--- src/rtl/decoder_pkg.sv ---
// Shared constants and code type for the 3-to-8 decoder / 8-to-3 encoder pair.
// No logic: parameters and types only.
package decoder_pkg;
  localparam int LINES  = 8;
  localparam int CODE_W = 3;
  typedef logic [CODE_W-1:0] code_t;
endpackage

--- src/rtl/prio_enc8.sv ---
// Combinational 8-line priority encoder: index of winning set bit plus any-set flag.
// Zero latency, no handshake; HIGH_FIRST picks highest (1) or lowest (0) index.
module prio_enc8
  import decoder_pkg::*;
#(
  parameter int HIGH_FIRST = 1
) (
  input  logic [LINES-1:0] i_vec,
  output code_t            o_idx,
  output logic             o_any
);

  always_comb begin
    o_idx = '0;
    if (HIGH_FIRST != 0) begin
      // Ascending scan: the last hit is the highest set index.
      for (int i = 0; i < LINES; i++) begin
        if (i_vec[i]) o_idx = CODE_W'(i);
      end
    end else begin
      for (int i = LINES - 1; i >= 0; i--) begin
        if (i_vec[i]) o_idx = CODE_W'(i);
      end
    end
  end

  assign o_any = |i_vec;

endmodule

--- src/rtl/encoder8to3_pend.sv ---
// Sticky-pending 8-to-3 encoder: strobe to code in 2 edges, one code per cycle.
// valid/ready output; while stalled A holds and new strobes keep accumulating.
module encoder8to3_pend
  import decoder_pkg::*;
#(
  parameter int HIGH_FIRST = 1
) (
  input  logic clk,
  input  logic rst_n,
  input  logic D0,
  input  logic D1,
  input  logic D2,
  input  logic D3,
  input  logic D4,
  input  logic D5,
  input  logic D6,
  input  logic D7,
  input  logic ready,
  output logic A2,
  output logic A1,
  output logic A0,
  output logic valid,
  output logic busy
);

  logic [LINES-1:0] r_pending;
  code_t            r_code;
  logic             r_valid;

  logic [LINES-1:0] w_d;
  logic [LINES-1:0] w_taken;
  code_t            w_idx;
  logic             w_any;
  logic             w_load;

  assign w_d = {D7, D6, D5, D4, D3, D2, D1, D0};

  // Selection looks only at the registered pending set, never at live D.
  prio_enc8 #(
    .HIGH_FIRST (HIGH_FIRST)
  ) u_prio (
    .i_vec (r_pending),
    .o_idx (w_idx),
    .o_any (w_any)
  );

  assign w_load  = (!r_valid || ready) && w_any;
  assign w_taken = w_load ? (LINES'(1) << w_idx) : '0;

  always_ff @(posedge clk or negedge rst_n) begin
    if (!rst_n) begin
      r_pending <= '0;
      r_code    <= '0;
      r_valid   <= 1'b0;
    end else begin
      // OR-ing D after the clear lets a re-strobe on the load edge survive.
      r_pending <= (r_pending & ~w_taken) | w_d;
      if (w_load) begin
        r_code  <= w_idx;
        r_valid <= 1'b1;
      end else if (r_valid && ready) begin
        r_valid <= 1'b0;
      end
    end
  end

  assign A2    = r_code[2];
  assign A1    = r_code[1];
  assign A0    = r_code[0];
  assign valid = r_valid;
  assign busy  = r_valid || (|r_pending);

endmodule

--- config.mk ---
export PLATFORM = sky130hd
export DESIGN_NAME = encoder8to3_pend
export DESIGN_NICKNAME = d
export VERILOG_FILES = /design/src/rtl/decoder_pkg.sv /design/src/rtl/prio_enc8.sv /design/src/rtl/encoder8to3_pend.sv
export SDC_FILE = /design/constraint.sdc
export NUM_CORES = 1
export LEC_CHECK = 0
export CORE_UTILIZATION = 40
export CTS_CLUSTER_SIZE = 20
export DETAILED_ROUTE_END_ITERATION = 12
export PLACE_DENSITY = 0.65
export SLEW_MARGIN = 20
export SYNTH_ARGS = -nofsm -noshare
export SYNTH_HDL_FRONTEND = slang
export SYNTH_SLANG_ARGS = --single-unit
--- constraint.sdc ---
create_clock -name clk -period 3.48 [get_ports clk]
set_clock_uncertainty 0.1 [all_clocks]
set_input_delay 1.044 -clock clk [delete_from_list [all_inputs] [get_ports clk]]
set_output_delay 1.044 -clock clk [all_outputs]
set_load 0.01 [all_outputs]
-- After elaboration in Yosys (flattened, before gate mapping)
Cells that the tools add are included.
- input port bits: 11
- word-level logic and storage cells: 24
- bits in registers: 12
- output and inout port bits: 5
- shift operators: 1
- reduce and logical (&&, ||, !) cells: 7
- bitwise gates (word level): 3
- muxes and demuxes: 10
- operators with widths (kind ; count):
    3-bit 2-to-1 mux ; 4
    8-bit bitwise AND ; 1
    8-bit 2-to-1 mux ; 1
    8-bit NOT ; 1
    8-bit bitwise OR ; 1
    8-bit OR reduction ; 1
    1-bit by 3-bit << shifter with 8-bit output (first input constant) ; 1
    2-bit 2-to-1 mux ; 2
    1-bit 2-to-1 mux ; 3
    1-bit logical AND ; 2
    1-bit logical OR ; 2
    2-bit nonzero test ; 1
    1-bit logical NOT ; 1

-- Logic depth before layout (Yosys ltp)
Gate-level depths: netlist of the first run.
- depth after elaboration: 12
- gate-level depth with buffers: 4
- mapped depth without buffers: 3

-- Cells and area by module
From an unflattened synthesis of the first run, not the netlist that was laid out.
- cell total of the unflattened synthesis: 63
- area, all modules: 599.3 um^2
- by module, submodules not included (module ; cells an instance ; area each (um^2) ; instances ; seq. area each (um^2)):
    encoder8to3_pend ; 51 ; 533.0 ; 1 ; 300.3
    prio_enc8 ; 12 ; 66.3 ; 1 ; 0.0

-- Least setup slack after synthesis of the first run
No wires, ideal clock.
- path kind: reg-to-output
- start point: reg r_pending[2]
- end point: out busy
- stages on the path, launching flop included: 3
- data arrival time: 1.018 ns
- setup slack: 1.318 ns
- buffers on the path: 0
- required time: 2.336 ns
- cell sequence: dfrtp_1 -> nor4_4 -> nand3b_1
- word-level cells in the longest chain between the ends: 2
- ends and longest elaborated chain (what ; line ; text):
    from (decl) ; encoder8to3_pend.sv:26 ; logic [LINES-1:0] r_pending;
    from (signal assigned) ; encoder8to3_pend.sv:57 ; r_pending <= (r_pending & ~w_taken) | w_d;
    8-bit OR reduction ; encoder8to3_pend.sv:71 ; assign busy = r_valid || (|r_pending);
    1-bit logical OR ; encoder8to3_pend.sv:71 ;
    to (decl) ; encoder8to3_pend.sv:23 ; output logic busy
Every way passes these cells.

-- Worst setup path in the final report of the first run
Same ends and word-level chain as after synthesis.

==> flow_summary.json, run 1 <==
{
  "synth_seq_cells": 12,
  "wl_per_cell_um": 13.8,
  "io_pins": 16,
  "placed_cell_area_sq_um": 759,
  "clk_latency_ns": 0.27,
  "placed_cells": 85,
  "synth-seq-area-share": 0.496,
  "max-vdd-ir-drop_mv": 0.248,
  "grt_max_degree": 13,
  "syn-num-nets": 68,
  "drcViolationCount": 0,
  "ys_types": 24,
  "power.density_nw_per_um2": 366,
  "netlist_area_sq_um": 606,
  "synth-edff-count": 0,
  "crit_required_ns": 2.34,
  "syn_to_final_growth_pct": 31.4,
  "power.static_leakage_nw": 0.288,
  "path_max_fanout": 7,
  "routed_via_density": 5.56,
  "avgSynthCellArea_sq_um": 10.6,
  "tns_ns": 0,
  "maxCapViolCount": 0,
  "worstPathArrival_ns": 1.81,
  "cp_top_family": "simple AND/OR/NAND/NOR gates",
  "clkSlewWorstSetupHoldPaths_ns": 0.08,
  "fmax_mhz": 339,
  "ant_nets": 0,
  "h-tree-depth": 1,
  "fin_crit_sh": 0.848,
  "dieArea_sq_um": 1670,
  "synthFlopType": "dfrtp_1",
  "fin_area_sq_um": 796,
  "start_util": 0.449,
  "synth_top_area_share": 0.496,
  "cts_root_buffer": "clkbuf_4",
  "status": "complete, no violations",
  "die_x_um": 40.9,
  "cts.repair.resized": 0,
  "antenna_found_initial": 0,
  "die_y_um": 40.9,
  "vias": 495,
  "start_kind": "flop",
  "pwr-share-comb": 0.108,
  "fin_crit_ns": 2.95,
  "drt-pass1-iter-count": 4,
  "grt_pass1_wl_mm": 1.90,
  "yosys-top-cells-count": "dfrtp_1, nor2_1, o21ai_0, inv_1, nor3_1",
  "cp-end-kind": "primary output",
  "cts_hold_buf": 0,
  "first_iter_violations": 16,
  "finalSetupViolCount": 0,
  "critPathMaxStageDelay_ns": 0.49,
  "p_switching_mw": 0.0645,
  "track_usage": 0.178,
  "grt_pass1_vias": 426,
  "row_count": 13,
  "clock-sinks": 12,
  "cts_tree": "yes",
  "synth_cells": 57,
  "async_flop_share": 1.00,
  "nNetsFinal": 86,
  "pwr-share-clk": 0.382,
  "stdcell_count": 89,
  "hp-class": "reg -> reg",
  "slew_violations": 0,
  "hpwlAfterDp_um": 920,
  "crit_slowest_cell": "nor4_4",
  "intPower_mw": 0.226,
  "path_buf_inv": 1,
  "worst_pin_slew_ns": 0.606,
  "core-area_sq_um": 1350,
  "p_seq_frac": 0.509,
  "cts_buffers": 3,
  "swShare": 0.222,
  "grt.overflow.total": 0,
  "place.gp.congestion": 0.773,
  "critical_path_class": "reg -> out",
  "rsz0062_at_grt": "false",
  "power_mw": 0.291,
  "yosys.area.top_type": "dfrtp_1",
  "numPortBuffers": 15,
  "synth_most_common_cell": "dfrtp_1",
  "max_slew_margin": 0.595,
  "critical_path.cell_chain": "nor4_4 -> nand3b_1 -> clkdlybuf4s50_1",
  "drive_gt1_frac": 0.108,
  "final_hold_viol_count": 0,
  "ys_warn_count": 0,
  "clk_path_buf_depth": 2,
  "cts_setup_buffers": 0,
  "antenna_cells": 0,
  "yosys-top-cells-area": "dfrtp_1, nor4_4, nor2_1, o21ai_0, a2bb2oi_1",
  "totalWireLength_mm": 1.23
}
==> layout make-up <==
class / instances / area [sq um]
Fill cell: 123 / 554
Sequential cell: 12 / 300
Multi-Input combinational cell: 40 / 279
Timing Repair Buffer: 15 / 150
Clock buffer: 4 / 36.3
Tap cell: 15 / 18.8
Inverter: 3 / 11.3
==> worst reg2reg max path: stages, from the launching register on <==
cell and delay, ns:
dfrtp_1 0.49, nor4_4 0.43, nor3b_2 0.27, a41oi_1 0.14
==> sequential cells by signal, indices dropped and copies added (netlist names) <==
| signal | cells |
|---|---|
| r_pending | 8 |
| valid | 1 |
| r_code | 3 |
==> routing by layer <==
layer / wire (um) / part of all wire / up-vias / global-route usage
li1: - / - / 242 / -
met1: 573 / 0.47 / 230 / 0.238
met2: 557 / 0.45 / 19 / 0.266
met3: 69 / 0.056 / 4 / 0.0326
met4: 25 / 0.020 / 0 / 0.100
met5: 0 / 0 / - / 0
==> power groups by stage <==
stage                     combinational, mW  sequential, mW  clock, mW
after detailed placement             0.0319           0.151          0
after global routing                 0.0353           0.149      0.119
after global placement               0.0322           0.151          0
after CTS                            0.0321           0.148      0.114
final                                0.0315           0.148      0.111
after floorplan                      0.0108           0.151          0
==> per-stage QoR <==
stage          worst slack, ns  hold WS (ns)   util
2_1_floorplan             1.32         0.434      -
3_3_place_gp             0.855         0.402  0.563
3_5_place_dp             0.815         0.411  0.563
4_1_cts                  0.524         0.435  0.589
5_1_grt                  0.431         0.490  0.589
6_report                 0.528         0.431  0.589
==> path summary, 6_finish.rpt <==
path | cells after the start | endpoint | from | slack (ns)
min reg2reg | 2 | r_code[2] | r_code[2] | 0.43
min | 2 | r_code[2] | r_code[2] | 0.43
max in group asynchronous | 1 | r_code[1] | rst_n | 1.89
max reg2reg | 3 | r_pending[0] | r_pending[5] | 1.92
min in group asynchronous | 1 | valid | rst_n | 1.02
max | 3 | busy | r_pending[2] | 0.53
==> layout by cell type, fill, tap and decap left out <==
master           instances
clkdlybuf4s50_1         15
dfrtp_1                 12
nor2_1                   7
o21ai_0                  4
nor3_1                   3
inv_1                    3
clkbuf_4                 3
nor2b_1                  2
nand2b_1                 2
nor4_4                   2
a211oi_1                 2
a21oi_1                  2
a31oi_1                  2
a41oi_1                  2
nand3b_1                 2
a2bb2oi_1                2
or2_1                    1
nor3b_1                  1
or3_1                    1
nor3_2                   1
nor3b_2                  1
a21o_1                   1
o31ai_1                  1
o21ai_1                  1
clkbuf_8                 1
==> logic make-up (layout without fill, tap and decap cells) <==
group	Yosys count	after routing	synth area share
and+or+nand+nor	23	23	0.275
buffers and inverters	5	22	0.0434
DFF	12	12	0.496
AOI/OAI and AO/OA	17	17	0.186
No activity file was read; power rests on OpenSTA's default activity.
==> inputs of run 2 (changes only) <==
--- a/config.mk
+++ b/config.mk
@@ -8,7 +8,7 @@
 export CORE_UTILIZATION = 40
 export CTS_CLUSTER_SIZE = 20
 export DETAILED_ROUTE_END_ITERATION = 12
-export PLACE_DENSITY = 0.65
+export PLACE_DENSITY = 0.68
 export SLEW_MARGIN = 20
 export SYNTH_ARGS = -nofsm -noshare
 export SYNTH_HDL_FRONTEND = slang
==> constraint.sdc (replaced) <==
create_clock -name clk -period 2.5 [get_ports clk]
set_clock_uncertainty 0.1 [all_clocks]
set_input_delay 0.75 -clock clk [delete_from_list [all_inputs] [get_ports clk]]
set_output_delay 0.75 -clock clk [all_outputs]
set_load 0.01 [all_outputs]
==> flow_summary.json, run 2 (same netlist as run 1, synthesis figures left out) <==
{
  "status": "complete, no violations",
  "critical_path_class": "reg -> out",
  "die_y_um": 40.9,
  "final_util": 0.606,
  "clk_latency_ns": 0.27,
  "dieArea_sq_um": 1670,
  "grt_pass1_vias": 452,
  "grt.overflow.total": 0,
  "finalSetupViolCount": 0,
  "hp-class": "reg -> reg",
  "clkSlewWorstSetupHoldPaths_ns": 0.07,
  "numPortBuffers": 15,
  "path_max_fanout": 5,
  "io_pins": 16,
  "crit_required_ns": 1.65,
  "maxCapViolCount": 0,
  "track_usage": 0.201,
  "power.density_nw_per_um2": 453,
  "place.gp.congestion": 0.796,
  "fin_crit_ns": 2.15,
  "fmax_mhz": 465,
  "start_kind": "flop",
  "grt_max_degree": 13,
  "final_common_cell": "clkdlybuf4s50_1",
  "tns_ns": 0,
  "power.static_leakage_nw": 0.299,
  "stdcell_count": 92,
  "final_hold_viol_count": 0,
  "drcViolationCount": 0,
  "antenna_found_initial": 0,
  "max-vdd-ir-drop_mv": 0.308,
  "row_count": 13,
  "clock-sinks": 12,
  "ant_nets": 0,
  "core-area_sq_um": 1350,
  "routed_via_density": 5.47,
  "cts_buffers": 3,
  "hpwlAfterDp_um": 917,
  "rsz0062_at_grt": "false",
  "worst_pin_slew_ns": 0.553,
  "grt_pass1_wl_mm": 2.13,
  "syn_to_final_growth_pct": 35.1,
  "totalWireLength_mm": 1.30,
  "fin_crit_sh": 0.861,
  "worstPathArrival_ns": 1.30,
  "cts_root_buffer": "clkbuf_4",
  "max_slew_margin": 0.630,
  "h-tree-depth": 1,
  "cts_tree": "yes",
  "slew_violations": 0,
  "post-place-ws_ns": 0.285,
  "cts_hold_buf": 0,
  "clk_path_buf_depth": 2,
  "rrSetupSlack_ns": 1.05,
  "top_register": "r_pending",
  "final_cell_mix": "clkdlybuf4s50_1, dfrtp_1, nor2_1",
  "start_util": 0.449,
  "wl_per_cell_um": 14.1,
  "placed_cells": 88,
  "fillers": 111,
  "drive_gt1_frac": 0.182,
  "cp-end-kind": "primary output",
  "first_iter_violations": 23,
  "drt-pass1-iter-count": 4,
  "largest_reg_flops": 8,
  "die_x_um": 40.9,
  "vias": 503,
  "fin_ws_ns": 0.347,
  "nNetsFinal": 90,
  "antenna_cells": 0
}
## run 2: through the flow
step / power (mW) / hold slack, ns / area, sq um
finish: 0.370 / 0.463 / 818
global route: 0.388 / 0.487 / 818
detailed placement: 0.256 / 0.393 / 782
CTS: 0.373 / 0.407 / 806
global placement: 0.255 / 0.371 / 782
floorplan: 0.225 / 0.354 / 606
## run 2: area by class of cell
cell class                      count  area [sq um]  share of cell area
Clock buffer                        3          22.5              0.0275
Inverter                            3          11.3              0.0138
Timing Repair Buffer               19           183               0.223
Sequential cell                    12           304               0.372
Multi-Input combinational cell     40           279               0.341
Tap cell                           15          18.8              0.0229
## run 2: worst max-delay path: stages (launching register included)
cell and delay (ns):
dfrtp_2 0.45, nor4_4 0.30, nand3b_1 0.11, dlymetal6s2s_1 0.18
## run 2: path summary, 6_finish.rpt
check | startpoint | depth (start not counted) | endpoint
min in group asynchronous | rst_n | 1 | r_pending[0]
min | r_code[1] | 1 | r_code[1]
max reg2reg | r_pending[5] | 4 | r_pending[1]
max in group asynchronous | rst_n | 1 | r_pending[3]
min reg2reg | r_code[1] | 1 | r_code[1]
max | r_pending[2] | 3 | busy
## run 2: report_power, final
group	internal [mW]	switching, mW	leakage, nW	total [mW]
clock	0.0556	0.0620	0.0138	0.118
sequential	0.200	0.00634	0.111	0.206
combinational	0.0285	0.0181	0.174	0.0466
total	0.284	0.0864	0.299	0.370
## run 2: repair_timing
action	CTS	global route
gates resized for setup	1	3
setup endpoints to repair	1	1
buffers inserted	0	1
## run 2: per-layer routing
layer,vias up,global-route usage,part of all wire
met3,4,0.0326,0.069
met4,0,0.125,0.025
met1,222,0.271,0.45
met5,-,0,0
li1,254,-,-
met2,23,0.297,0.45
